===== src/rtl/pwm_multi_channel_if.sv =====
// Control and output bundle of the multi-channel PWM timer.
// The master side (controller/bench) drives configuration; the slave side (timer) drives the pins.
interface pwm_multi_channel_if #(
  parameter int unsigned CH    = 4,
  parameter int unsigned CNT_W = 32
);
  logic                  pwm_gen_en;
  logic                  center_mode;
  logic [CNT_W-1:0]      counter_arr;
  logic [CH*CNT_W-1:0]   counter_ccr;
  logic [CH-1:0]         pwm_pol;
  logic [CH-1:0]         pwm_out;
  logic                  period_tick;

  modport master (
    output pwm_gen_en,
    output center_mode,
    output counter_arr,
    output counter_ccr,
    output pwm_pol,
    input  pwm_out,
    input  period_tick
  );

  modport slave (
    input  pwm_gen_en,
    input  center_mode,
    input  counter_arr,
    input  counter_ccr,
    input  pwm_pol,
    output pwm_out,
    output period_tick
  );
endinterface


===== src/rtl/pwm_multi_channel.sv =====
// N-channel PWM timer: one shared period counter, per-channel compare and polarity,
// edge/centre alignment, and ARR/CCR/mode shadow registers reloaded at period boundaries.
module pwm_multi_channel #(
  parameter int unsigned CH    = 4,
  parameter int unsigned CNT_W = 32
) (
  input logic                Clk,
  input logic                Rst_n,
  pwm_multi_channel_if.slave bus
);

  typedef enum logic {DirUp, DirDown} dir_e;

  logic [CNT_W-1:0]          cnt_q, cnt_d;
  logic [CNT_W-1:0]          arr_q, arr_d;
  logic [CH-1:0][CNT_W-1:0]  ccr_q, ccr_d;
  logic                      mode_q, mode_d;
  dir_e                      dir_q, dir_d;
  logic [CH-1:0]             pwm_q, pwm_d;
  logic                      tick_q, tick_d;

  logic                      arr_last;
  logic                      boundary;
  logic                      reload;

  assign arr_last = (cnt_q == (arr_q - CNT_W'(1)));

  always_comb begin
    cnt_d    = cnt_q;
    dir_d    = dir_q;
    arr_d    = arr_q;
    ccr_d    = ccr_q;
    mode_d   = mode_q;
    tick_d   = 1'b0;
    pwm_d    = bus.pwm_pol;
    boundary = 1'b0;
    reload   = 1'b0;

    if (!bus.pwm_gen_en || (arr_q == '0)) begin
      // Stopped or zero period: park the counter and keep shadows transparent.
      cnt_d  = '0;
      dir_d  = DirUp;
      reload = 1'b1;
    end else begin
      for (int i = 0; i < CH; i++) begin
        pwm_d[i] = (cnt_q < ccr_q[i]) ^ bus.pwm_pol[i];
      end
      if (!mode_q) begin
        if (arr_last) boundary = 1'b1;
        else          cnt_d = cnt_q + CNT_W'(1);
      end else if (dir_q == DirUp) begin
        // Top of the triangle is held for one extra cycle while turning round.
        if (arr_last) dir_d = DirDown;
        else          cnt_d = cnt_q + CNT_W'(1);
      end else begin
        if (cnt_q == '0) boundary = 1'b1;
        else             cnt_d = cnt_q - CNT_W'(1);
      end
      if (boundary) begin
        tick_d = 1'b1;
        cnt_d  = '0;
        dir_d  = DirUp;
        reload = 1'b1;
      end
    end

    if (reload) begin
      arr_d  = bus.counter_arr;
      ccr_d  = bus.counter_ccr;
      mode_d = bus.center_mode;
    end
  end

  always_ff @(posedge Clk or negedge Rst_n) begin
    if (!Rst_n) begin
      cnt_q  <= '0;
      dir_q  <= DirUp;
      arr_q  <= '0;
      ccr_q  <= '0;
      mode_q <= 1'b0;
      pwm_q  <= '0;
      tick_q <= 1'b0;
    end else begin
      cnt_q  <= cnt_d;
      dir_q  <= dir_d;
      arr_q  <= arr_d;
      ccr_q  <= ccr_d;
      mode_q <= mode_d;
      pwm_q  <= pwm_d;
      tick_q <= tick_d;
    end
  end

  assign bus.pwm_out     = pwm_q;
  assign bus.period_tick = tick_q;

endmodule

===== src/flat_wrapper.sv =====
// flat-port wrapper written by rule: the top's interface ports become plain ports
module pwm_multi_channel_flat 
#(
  parameter int unsigned CH    = 4,
  parameter int unsigned CNT_W = 32
)
  (Clk, Rst_n, bus_pwm_gen_en, bus_center_mode, bus_counter_arr, bus_counter_ccr, bus_pwm_pol, bus_pwm_out, bus_period_tick);
  pwm_multi_channel_if #(.CH(CH), .CNT_W(CNT_W)) bus_i ();
  input logic Clk;
  input logic Rst_n;
  input wire logic [$bits(bus_i.pwm_gen_en)-1:0] bus_pwm_gen_en;
  input wire logic [$bits(bus_i.center_mode)-1:0] bus_center_mode;
  input wire logic [$bits(bus_i.counter_arr)-1:0] bus_counter_arr;
  input wire logic [$bits(bus_i.counter_ccr)-1:0] bus_counter_ccr;
  input wire logic [$bits(bus_i.pwm_pol)-1:0] bus_pwm_pol;
  output wire logic [$bits(bus_i.pwm_out)-1:0] bus_pwm_out;
  output wire logic [$bits(bus_i.period_tick)-1:0] bus_period_tick;
  assign bus_i.pwm_gen_en = bus_pwm_gen_en;
  assign bus_i.center_mode = bus_center_mode;
  assign bus_i.counter_arr = bus_counter_arr;
  assign bus_i.counter_ccr = bus_counter_ccr;
  assign bus_i.pwm_pol = bus_pwm_pol;
  assign bus_pwm_out = bus_i.pwm_out;
  assign bus_period_tick = bus_i.period_tick;
  pwm_multi_channel #(.CH(CH), .CNT_W(CNT_W)) u_core (.Clk(Clk), .Rst_n(Rst_n), .bus(bus_i));
endmodule

===== config.mk =====
export PLATFORM = sky130hd
export DESIGN_NAME = pwm_multi_channel_flat
export DESIGN_NICKNAME = d
export VERILOG_FILES = /design/src/rtl/pwm_multi_channel_if.sv /design/src/rtl/pwm_multi_channel.sv /design/src/flat_wrapper.sv
export SDC_FILE = /design/constraint.sdc
export NUM_CORES = 1
export LEC_CHECK = 0
export BUFFER_PORTS_ARGS = -buffer_cell sky130_fd_sc_hd__buf_2
export CORE_MARGIN = 3
export CORE_UTILIZATION = 45
export DETAILED_ROUTE_END_ITERATION = 8
export GPL_TIMING_DRIVEN = 0
export PLACE_DENSITY = 0.68
export SYNTH_ARGS = -nofsm -noshare
export SYNTH_HDL_FRONTEND = slang
export SYNTH_SLANG_ARGS = --single-unit

===== constraint.sdc =====
create_clock -name Clk -period 8.25 [get_ports Clk]
set_input_delay 0.4125 -clock Clk [delete_from_list [all_inputs] [get_ports Clk]]
set_output_delay 0.4125 -clock Clk [all_outputs]
set_load 0.005 [all_outputs]

==> results of run 1 <==
## cell families after synthesis
group                      Yosys count  share of synthesized area (%)
and+or+nand+nor                    340                           15.0
AOI/OAI and AO/OA                  210                           10.5
buffers and inverters              203                           6.91
DFF                                199                           37.9
muxes                              177                           15.0
adders and majority gates          127                           12.1
xor gates and xnor gates            38                           2.53
## metal layers
metal	share of wire, %	GRT usage, %	vias up
met5	0.061	0	-
met4	2.2	6.45	4
met3	6.1	4.01	56
met2	48	37.1	325
met1	44	30.0	5069
li1	-	-	5061
## cell type report
type                    count  area, um^2
plain buffers              56         355
multi-input cells         892        7250
inverters                 147         552
well taps                 378         473
fillers                  2560       13100
flip-flops and latches    199        4980
clock inverters            12         109
repair buffers            175         936
clock buffers              20         457
## timing repair
| item | in CTS | in global routing |
|---|---|---|
| setup endpoints to repair | 0 | 0 |
| endpoints found under the hold margin | 65 | 0 |
| hold buffers | 1 | 0 |
## worst max-delay path by stage
stage                                   end  cells after the start
2_1_floorplan   u_core.arr_q[0]$_DFFE_PN0P_                     13
3_3_place_gp   u_core.ccr_q[33]$_DFFE_PN0P_                     13
3_5_place_dp   u_core.ccr_q[38]$_DFFE_PN0P_                     13
4_1_cts        u_core.ccr_q[38]$_DFFE_PN0P_                     13
5_1_grt        u_core.ccr_q[37]$_DFFE_PN0P_                     13
6_report       u_core.ccr_q[38]$_DFFE_PN0P_                     13
## cells in the mapped netlist (17+ instances only)
cell      count
dfrtp_1     199
inv_1       147
ha_1        127
mux2_1      100
mux2_2       61
a21oi_1      51
nand3_1      47
nor2_1       44
nor3_1       39
o21ai_0      38
a21o_1       35
clkbuf_1     34
nand2_1      33
nand4_1      31
nor4_1       26
xnor2_1      21
nand3b_1     18
xor2_1       17
## per-stage QoR
step           power [uW]  setup slack [ns]  cell area (um^2)
3_3_place_gp         1480              3.28             14500
3_5_place_dp         1490              3.19             14500
6_report             2300              3.43             15100
2_1_floorplan        1350              4.17             13100
5_1_grt              2420              3.01             15100
4_1_cts              2320              3.18             15100
## sequential cells by signal (all words and copies together) (netlist names)
| name | cells |
|---|---|
| u_core.dir_q | 1 |
| u_core.bus.pwm_out | 4 |
| u_core.ccr_q | 128 |
| u_core.arr_q | 32 |
| u_core.bus.period_tick | 1 |
| u_core.mode_q | 1 |
| u_core.cnt_q | 32 |
## critical path, cell delays in order, from the launching register on
cell and delay [ns]:
dfrtp_1 0.47, or4_1 0.54, clkbuf_1 0.20, or4_1 0.48, buf_2 0.19, o31a_1 0.28, nor4_1 0.39, o2111ai_1 0.25
nor4_4 0.56, nand3b_2 0.29, nand2_2 0.24, buf_8 0.27, buf_8 0.20, mux2_1 0.34
## power by group
group          internal [uW]  switching, uW  total [uW]
registers               1060           55.6        1110
clock network            413            405         819
logic                    175            189         364
total                   1650            650        2300
==> summary.txt, run 1 <==
Timing
  – Final Hold Fails: 0
  – Unrepaired setup endpoints after global routing: false
  – Slew Viols, Final: 0
  – Endpoints failing setup: 0
  – FMAX: 207 MHz
  – Max_slew headroom: 37.9%
  – Setup TNS: 0 ns
  – Fin crit share: 58.4%
  – Minimum clock period: 4.82 ns
  – Skew final: 0.0123 ns
  – Worst-margin pin slew: 0.923 ns
  – Hold_ws: 0.149 ns

Synthesis
  – Ys async rst share: 100%
  – Post-Syn Instances: 1,294
  – Largest cells by area after synthesis: dfrtp_1 38%, ha_1 12%, mux2_1 8.6%
  – Synth Cell Area: 13,100 um^2
  – Synth unique cells: 68
  – Yosys top cell by area: dfrtp_1
  – Synth Area per Inst: 10.1 um^2
  – Seq cells post-synth: 199
  – Post-synthesis net count: 1,589
  – Synth warn: 0
  – Area share of the largest cell type after synthesis: 37.9%
  – Main synth FF type: dfrtp_1
  – Post-synth EDFFs: 0
  – Register area share after synthesis: 37.9%

Hold path
  – Hold Path End: u_core.bus.pwm_out[0]$_DFF_PN0_
  – Worst hold path depth: 2
  – Worst Hold Class: in -> reg
  – Min-delay src: bus_pwm_pol[0]

Power
  – Peak VDD IR: 0.000124 V
  – PwrDens: 152 nW/um^2
  – P_leak: 0.00746 uW

Route
  – Vias per cell: 5.60
  – Vias: 10,500
  – DRT iter0 DRCs: 805
  – Router iterations before antenna repair: 6
  – DRT Wirelength: 34.2 mm
  – DRC: 0
  – WL per Instance: 18.2 um
  – Post-route ant nets: 0

Finish
  – Commonest non-fill, non-tap cells in the layout: 199 x dfrtp_1, 179 x buf_2, 147 x inv_1
  – Diode count: 0
  – Fraction of layout cells with a size suffix above 1: 21.0%
  – Finished Core Util: 53.5%
  – Nets: 1,783
  – Commonest non-fill, non-tap cell in the layout: dfrtp_1
  – Synth-to-Final Area Change: 15.1%
  – Final cell count without fillers: 1,879

Clock tree
  – Clk sinks: 199
  – Clock slew at reported path FFs: 0.08 ns
  – CTS tree: built
  – Clock Tree Buf Depth: 2
  – Setup Fix Bufs, Post-CTS: 0
  – Post-CTS Resized: 0
  – Clock Tree Root: clkbuf_16
  – Later-pin clock latency in the skew report: 0.44 ns
  – Total CTS buffers: 17
  – H-tree level count: 4

Global routing
  – Initial antenna violation count: 2
  – Largest net degree at the start of global routing: 73
  – GRT overflow: 0
  – Global-route wire length before repair: 54.6 mm
  – Vias in the first global route: 10,400
  – Total GRT Usage: 22.3%

Setup path
  – Critical Path AT: 5.14 ns
  – Worst-path maximum fanout: 10
  – Worst flop-to-flop path endpoint: u_core.ccr_q[38]$_DFFE_PN0P_
  – Launch point of the worst reg-to-reg path: u_core.arr_q[8]$_DFFE_PN0P_
  – Critical path type: reg -> reg
  – Flop2flop setup slack: 3.43 ns
  – CP Capture Type: register
  – CP Launch Point: u_core.arr_q[8]$_DFFE_PN0P_
  – Critical Path Source Type: register
  – Required time at the worst-slack endpoint: 8.57 ns
  – R2R cell count: 13

Status
  – Status: finished, final reports clean

Floorplanning
  – I/O pin total: 173
  – Core ar.: 28,200 um^2
  – Die width: 177 um
  – Starting Density: 46.5%
  – Die area: 31,300 um^2
  – Die height: 177 um
  – # rows: 61

Place
  – Routability cong.: 0.913
  – Cells after DPL: 1,846
  – Placed wire-length estimate: 26.5 mm
  – Port buffer count: 172

Job
  – Maxcap violations: 0
No activity file was read; power rests on OpenSTA's default activity.
==> inputs of run 2 (changes only) <==
--- a/config.mk
+++ b/config.mk
@@ -10,7 +10,7 @@
 export CORE_UTILIZATION = 45
 export DETAILED_ROUTE_END_ITERATION = 8
 export GPL_TIMING_DRIVEN = 0
-export PLACE_DENSITY = 0.68
+export PLACE_DENSITY = 0.7
 export SYNTH_ARGS = -nofsm -noshare
 export SYNTH_HDL_FRONTEND = slang
 export SYNTH_SLANG_ARGS = --single-unit
==> constraint.sdc (replaced) <==
create_clock -name Clk -period 4 [get_ports Clk]
set_input_delay 0.2 -clock Clk [delete_from_list [all_inputs] [get_ports Clk]]
set_output_delay 0.2 -clock Clk [all_outputs]
set_load 0.005 [all_outputs]
==> summary.txt, run 2 (synthesized netlist as in run 1, its figures left out) <==
Status
  – Status: finished, violations left
  – Failing checks: negative setup slack

Finish
  – Finished Core Util: 62.2% (+8.6 points)
  – Synth-to-Final Area Change: 33.6%
  – Nets: 1,951 (+9.4%)
  – Largest register FFs: 128 (unchanged)
  – Commonest non-fill, non-tap cells in the layout: 195 x dfrtp_1, 171 x buf_2, 147 x inv_1, 147 x dlygate4sd3_1, 127 x ha_1
  – Commonest non-fill, non-tap cell in the layout: dfrtp_1
  – Diode count: 0 (unchanged)
  – Top flop regs: u_core.ccr_q: 128 flops, u_core.arr_q: 32 flops, u_core.cnt_q: 32 flops
  – Fraction of layout cells with a size suffix above 1: 27.8% (+6.8 points)
  – Largest Register: u_core.ccr_q
  – Final cell count without fillers: 2,047 (+8.9%)

Global routing
  – Initial antenna violation count: 0 (-2)
  – Vias in the first global route: 11,600 (+12%)
  – Largest net degree at the start of global routing: 113 (+55%)
  – Global-route wire length before repair: 60.4 mm (+11%)
  – GRT overflow: 0 (unchanged)
  – Total GRT Usage: 24.5% (+2.2 points)

Timing
  – Setup TNS: -0.212 ns (-0.212 ns)
  – Fin crit share: 101% (+42 points)
  – Max_slew headroom: 43.0% (+5.1 points)
  – Unrepaired setup endpoints after global routing: true
  – Hold_ws: 0.0140 ns (-0.135 ns)
  – Minimum clock period: 4.03 ns (-0.796 ns)
  – Slew Viols, Final: 0 (unchanged)
  – Endpoints failing setup: 35 (+35)
  – Final Hold Fails: 0 (unchanged)
  – Smallest setup slack after layout: -0.0254 ns (-3.45 ns)
  – FMAX: 248 MHz (+20%)
  – Skew final: 0.0184 ns (+0.00607 ns)
  – Worst-margin pin slew: 0.855 ns (-0.0681 ns)

Floorplanning
  – Die width: 177 um (unchanged)
  – Die area: 31,300 um^2 (unchanged)
  – I/O pin total: 173 (unchanged)
  – Die height: 177 um (unchanged)
  – Core ar.: 28,200 um^2 (unchanged)
  – # rows: 61 (unchanged)
  – Starting Density: 46.5% (unchanged)

Setup path
  – Top delay family on crit path: simple AND/OR/NAND/NOR gates
  – Critical Path AT: 4.37 ns (-0.77 ns)
  – CP Cell Sequence: or4_4, buf_8, or4_4, buf_6, o31a_1, nor4_4, o2111ai_2, nor4_4, nand3b_4, nand2_8, clkbuf_16, clkbuf_16, mux2_4
  – Critical path type: reg -> reg
  – CP bufs+invs: 4 (unchanged)
  – Slowest cell on the critical path: or4_4
  – Required time at the worst-slack endpoint: 4.34 ns (-4.23 ns)
  – Max incr delay on CP: 0.54 ns (-0.02 ns)
  – Critical Path Source Type: register
  – Worst-path maximum fanout: 7 (-3)
  – CP Capture Type: register

Power
  – P_leak: 0.00877 uW (+18%)
  – Sw Pwr: 1480 uW (+130%)
  – Comb power frac: 20.7% (+4.8 points)
  – Reg power frac: 45.4% (-3.1 points)
  – Pint: 3610 uW (+120%)
  – Peak VDD IR: 0.000324 V (+160%)
  – Net Sw Frac: 29.1% (+0.74 points)
  – Clk network pwr share: 34.0% (-1.7 points)
  – PwrDens: 290 nW/um^2 (+91%)

Place
  – Routability cong.: 0.905 (-0.88%)
  – Port buffer count: 172 (unchanged)
  – Cells after DPL: 1,846 (unchanged)
  – Setup Slack @ Placement: -0.741 ns (-3.93 ns)
  – Placed wire-length estimate: 26.8 mm (+0.97%)

Clock tree
  – Clock Tree Root: clkbuf_16
  – Later-pin clock latency in the skew report: 0.46 ns (+0.02 ns)
  – H-tree level count: 4 (unchanged)
  – Clk sinks: 199 (unchanged)
  – Clock Tree Buf Depth: 2 (unchanged)
  – CTS tree: built
  – Clock slew at reported path FFs: 0.08 ns (about the same)
  – Total CTS buffers: 17 (unchanged)

Route
  – Post-route ant nets: 0 (unchanged)
  – Router iterations before antenna repair: 5 (-1)
  – WL per Instance: 19.7 um (+8.2%)
  – DRT iter0 DRCs: 1,174 (+46%)
  – Vias: 11,600 (+10%)
  – DRT Wirelength: 40.3 mm (+18%)
  – DRC: 0 (unchanged)
  – Vias per cell: 5.65 (+0.97%)

Job
  – Maxcap violations: 0 (unchanged)

Hold path
  – Worst Hold Class: in -> reg
-- run 2: changes by cell type in the layout (fill, tap and decap cells not counted), sizes merged, moves of 3 or more --
cell,before,now
clkbuf,54,60
dlygate4sd3,1,147
buf,196,209
inv,153,156
-- run 2: power groups by stage --
| stage | registers, uW | logic, uW | clock network (uW) |
|---|---|---|---|
| after CTS | 2300 | 889 | 1750 |
| after floorplan | 2300 | 491 | 0 |
| final | 2310 | 1050 | 1730 |
| after detailed placement | 2340 | 749 | 0 |
| after global routing | 2330 | 1150 | 1840 |
| after global placement | 2330 | 718 | 0 |
-- run 2: worst reg2reg max path: cells and delay by family, from the launching register on --
| family | cells | cell delay (ns) |
|---|---|---|
| multiplexers | 1 | 0.30 |
| AO/OA/AOI/OAI | 2 | 0.49 |
| flip-flops | 1 | 0.41 |
| buffers and inverters | 4 | 0.67 |
| AND/OR/NAND/NOR | 6 | 2.05 |
-- run 2: stage by stage --
stage | total power [uW] | cell area [um^2]
global placement | 3050 | 14500
CTS | 4940 | 16800
finish | 5090 | 17600
floorplan | 2790 | 13200
global route | 5330 | 17600
detailed placement | 3090 | 14500
-- run 2: layout make-up --
| cell class | instances | area [um^2] |
|---|---|---|
| Sequential cell | 199 | 4980 |
| Clock inverter | 13 | 128 |
| Inverter | 147 | 552 |
| Clock buffer | 19 | 443 |
| Buffer | 54 | 483 |
| Tap cell | 378 | 473 |
| Fill cell | 2234 | 10700 |
| Timing Repair Buffer | 344 | 2700 |
| Multi-Input combinational cell | 893 | 7790 |
-- run 2: metal layers --
layer | global-route usage, % | vias to the layer above | wire length [um]
met5 | 0 | - | 0
met4 | 8.87 | 0 | 1180
met3 | 3.88 | 93 | 2190
met2 | 41.4 | 423 | 19600
met1 | 32.0 | 5653 | 17300
li1 | - | 5397 | -
-- run 2: worst paths after layout --
| path | to | from | cells past startpoint | slack (ns) |
|---|---|---|---|---|
| worst max-delay path | u_core.arr_q[0]$_DFFE_PN0P_ | u_core.arr_q[9]$_DFFE_PN0P_ | 13 | -0.03 |
| worst max register to register | u_core.arr_q[0]$_DFFE_PN0P_ | u_core.arr_q[9]$_DFFE_PN0P_ | 13 | -0.03 |
| worst min-delay path | u_core.arr_q[31]$_DFFE_PN0P_ | bus_counter_arr[31] | 2 | 0.01 |
| max in group asynchronous | u_core.ccr_q[38]$_DFFE_PN0P_ | Rst_n | 3 | 2.63 |
| worst min register to register | u_core.ccr_q[104]$_DFFE_PN0P_ | u_core.ccr_q[104]$_DFFE_PN0P_ | 1 | 0.50 |
| min in group asynchronous | u_core.ccr_q[25]$_DFFE_PN0P_ | Rst_n | 2 | 0.42 |
-- run 2: repair_timing --
action / CTS / global route
hold buffers: 146 / 1
pin swaps: 4 / 7
gates resized for setup: 30 / 136
setup endpoints to repair: 195 / 195
endpoints found under the hold margin: 256 / 1
gates cloned: 1 / 8
buffers inserted: 4 / 11
==> inputs of run 3 (changes only) <==
--- a/config.mk
+++ b/config.mk
@@ -6,8 +6,10 @@
 export NUM_CORES = 1
 export LEC_CHECK = 0
 export BUFFER_PORTS_ARGS = -buffer_cell sky130_fd_sc_hd__buf_2
-export CORE_MARGIN = 3
+export CORE_MARGIN = 4
 export CORE_UTILIZATION = 45
+export CTS_BUF_LIST = sky130_fd_sc_hd__clkbuf_16
+export CTS_CLUSTER_SIZE = 12
 export DETAILED_ROUTE_END_ITERATION = 8
 export GPL_TIMING_DRIVEN = 0
 export PLACE_DENSITY = 0.7
==> summary.txt, run 3 (synthesized netlist as in run 1, its figures left out) <==
Status
  – Status: finished, final reports clean

Route
  – Met1 Wirelength: 16.5 mm (-4.4%)
  – Vias: 11,500 (-0.34%)
  – Met3 wire length: 2.36 mm (+7.9%)
  – WL per Instance: 19.2 um (-2.2%)
  – Router iterations before antenna repair: 6 (+1)
  – DRC: 0 (unchanged)
  – Vias per cell: 5.60 (-0.82%)
  – Routed wl met2: 19.4 mm (-0.96%)
  – DRT iter0 DRCs: 920 (-22%)
  – DRT Wirelength: 39.6 mm (-1.7%)
  – Uppermost layer routed: met4
  – Post-route ant nets: 0 (unchanged)

Finish
  – Synth-to-Final Area Change: 31.7%
  – Commonest non-fill, non-tap cell in the layout: dfrtp_1
  – Finished Core Util: 60.1% (-2.0 points)
  – Largest Register: u_core.ccr_q
  – Multi-input gate area: 7530 um^2 (-3.4%)
  – Top flop regs: u_core.ccr_q: 128 flops, u_core.arr_q: 32 flops, u_core.cnt_q: 32 flops
  – Commonest non-fill, non-tap cells in the layout: 195 x dfrtp_1, 174 x buf_2, 160 x dlygate4sd3_1
  – Nets: 1,955 (+0.21%)
  – Diode count: 0 (unchanged)
  – Filler Cells Inserted: 2,324 (+4.0%)
  – Register area: 4980 um^2 (unchanged)
  – Area of all placed cells without fillers: 17,300 um^2 (-1.4%)
  – Final cell count without fillers: 2,057 (+0.49%)
  – Largest register FFs: 128 (unchanged)
  – Fraction of layout cells with a size suffix above 1: 22.8% (-5.0 points)

Setup path
  – Worst-path maximum fanout: 10 (+3)
  – Critical Path Source Type: register
  – Slowest cell on the critical path: or4_4
  – Launch point of the worst reg-to-reg path: u_core.arr_q[12]$_DFFE_PN0P_
  – R2R cell count: 11 (-2)
  – Top delay family on crit path: simple AND/OR/NAND/NOR gates
  – Worst flop-to-flop path endpoint: u_core.ccr_q[82]$_DFFE_PN0P_
  – CP bufs+invs: 2 (-2)
  – Max incr delay on CP: 0.59 ns (+0.05 ns)
  – Flop2flop setup slack: 0.03 ns (+0.05 ns)
  – Required time at the worst-slack endpoint: 4.35 ns (about the same)
  – Critical path type: reg -> reg
  – CP Capture Type: register
  – Critical path's most frequent cell: or4_4
  – Critical Path AT: 4.32 ns (-0.05 ns)
  – CP Cell Sequence: or4_4, or4_4, buf_8, nor4_4, xnor2_1, or4_4, nor4_4, nand3b_4, nand2_8, buf_2, mux2_2

Job
  – Maxcap violations: 0 (unchanged)

Clock tree
  – Clock Tree Root: clkbuf_16
  – Total CTS buffers: 17 (unchanged)
  – Clk sinks: 199 (unchanged)
  – CTS tree: built
  – Clock Tree Buf Depth: 2 (unchanged)
  – Later-pin clock latency in the skew report: 0.46 ns (about the same)
  – Clock slew at reported path FFs: 0.08 ns (about the same)
  – H-tree level count: 4 (unchanged)

Floorplanning
  – Core ar.: 28,800 um^2 (+1.9%)
  – Die area: 32,000 um^2 (+2.3%)
  – Starting Density: 45.6% (-0.87 points)
  – # rows: 62 (+1.6%)
  – Die width: 179 um (+1.1%)
  – I/O pin total: 173 (unchanged)
  – Die height: 179 um (+1.1%)

Global routing
  – Total GRT Usage: 24.0% (-0.51 points)
  – Global-route wire length before repair: 59.8 mm (-1.1%)
  – Largest net degree at the start of global routing: 118 (+4.4%)
  – GRT overflow: 0 (unchanged)
  – Vias in the first global route: 11,400 (-2.1%)
  – Initial antenna violation count: 0 (unchanged)

Timing
  – Fin crit share: 99.3% (-1.3 points)
  – FMAX: 252 MHz (+1.3%)
  – Worst-margin pin slew: 0.968 ns (+0.114 ns)
  – Slew Viols, Final: 0 (unchanged)
  – Final Hold Fails: 0 (unchanged)
  – Skew final: 0.0119 ns (-0.00651 ns)
  – Max_slew headroom: 34.9% (-8.1 points)
  – Minimum clock period: 3.97 ns (-0.0533 ns)
  – Unrepaired setup endpoints after global routing: true
  – Smallest setup slack after layout: 0.0279 ns (+0.0533 ns)
  – Endpoints failing setup: 0 (-100%)

Hold path
  – Hold Path End: u_core.ccr_q[95]$_DFFE_PN0P_
  – Worst Hold Class: in -> reg
  – Min-delay src: bus_counter_ccr[95]
  – Worst hold path depth: 2 (unchanged)

Power
  – PwrDens: 286 nW/um^2 (-1.6%)
  – Tot Pwr: 4940 uW (-3.0%)
  – P_leak: 0.00843 uW (-3.9%)
  – Peak VDD IR: 0.000303 V (-6.5%)

Place
  – Area post-placement: 14,500 um^2 (about the same)
  – Routability cong.: 0.909 (+0.40%)
  – Placed wire-length estimate: 26.6 mm (-0.47%)
  – Cells after DPL: 1,851 (+0.27%)
  – Setup Slack @ Placement: -1.07 ns (-0.330 ns)
  – Port buffer count: 172 (unchanged)
run 3: changes by cell type in the layout (fill, tap and decap cells not counted), moves of 2 or more:
cell           delta
inv_6             -4
buf_4             -4
dlygate4sd3_1    +13
o31ai_2           -2
mux2_4           -77
buf_6             -4
clkinvlp_4        +5
buf_2             +3
mux2_1           +77
run 3: worst max-delay path by stage:
stage / from / end / slack [ns] / cells after the start
after floorplan: u_core.arr_q[8]$_DFFE_PN0P_ / u_core.ccr_q[40]$_DFFE_PN0P_ / 0.02 / 13
after global placement: u_core.arr_q[0]$_DFFE_PN0P_ / u_core.cnt_q[3]$_DFFE_PN0P_ / -0.91 / 12
after detailed placement: u_core.arr_q[0]$_DFFE_PN0P_ / u_core.cnt_q[27]$_DFFE_PN0P_ / -1.07 / 12
after CTS: u_core.arr_q[8]$_DFFE_PN0P_ / u_core.ccr_q[69]$_DFFE_PN0P_ / 0.02 / 12
after global routing: u_core.arr_q[12]$_DFFE_PN0P_ / u_core.ccr_q[13]$_DFFE_PN0P_ / -0.05 / 12
final: u_core.arr_q[12]$_DFFE_PN0P_ / u_core.ccr_q[82]$_DFFE_PN0P_ / 0.03 / 11
run 3: layout make-up:
type                    count  area share [%]
multi-input cells         892            43.5
clock buffers              17            2.46
plain buffers              53            2.52
well taps                 384            2.78
clock inverters            15           0.709
flip-flops and latches    199            28.8
inverters                 147            3.19
repair buffers            350            16.0
run 3: layer usage:
| layer | up-vias | global-route usage [%] |
|---|---|---|
| met1 | 5624 | 30.8 |
| met2 | 413 | 40.9 |
| met5 | - | 0 |
| met4 | 0 | 8.92 |
| li1 | 5409 | - |
| met3 | 81 | 3.90 |
run 3: worst register-to-register path, delay by kind of cell (launching register included):
family                 cells  cell delay (ns)
buffers and inverters      2             0.46
AND/OR/NAND/NOR            7             2.46
multiplexers               1             0.39
flip-flops                 1             0.44
XOR/XNOR                   1             0.12
run 3: timing repair:
action	CTS	global route
buffers inserted	4	5
hold buffers	159	1
pin swaps	3	5
hold endpoints to repair	240	1
endpoints found under the setup margin	196	192
cloned	1	7
gates resized for setup	26	63
run 3: stage by stage:
stage | hold slack (ns) | TNS, ns
final | 0.0154 | 0
after global routing | 0.00389 | -2.00
after CTS | 0.000714 | 0
after detailed placement | 0.257 | -168.64
after global placement | 0.392 | -285.94
after floorplan | -0.0956 | 0
run 3: power breakdown:
group	leakage (uW)	internal [uW]	switching [uW]
Clock	0.000260	810	856
Combinational	0.00578	517	451
Sequential	0.00239	2180	128
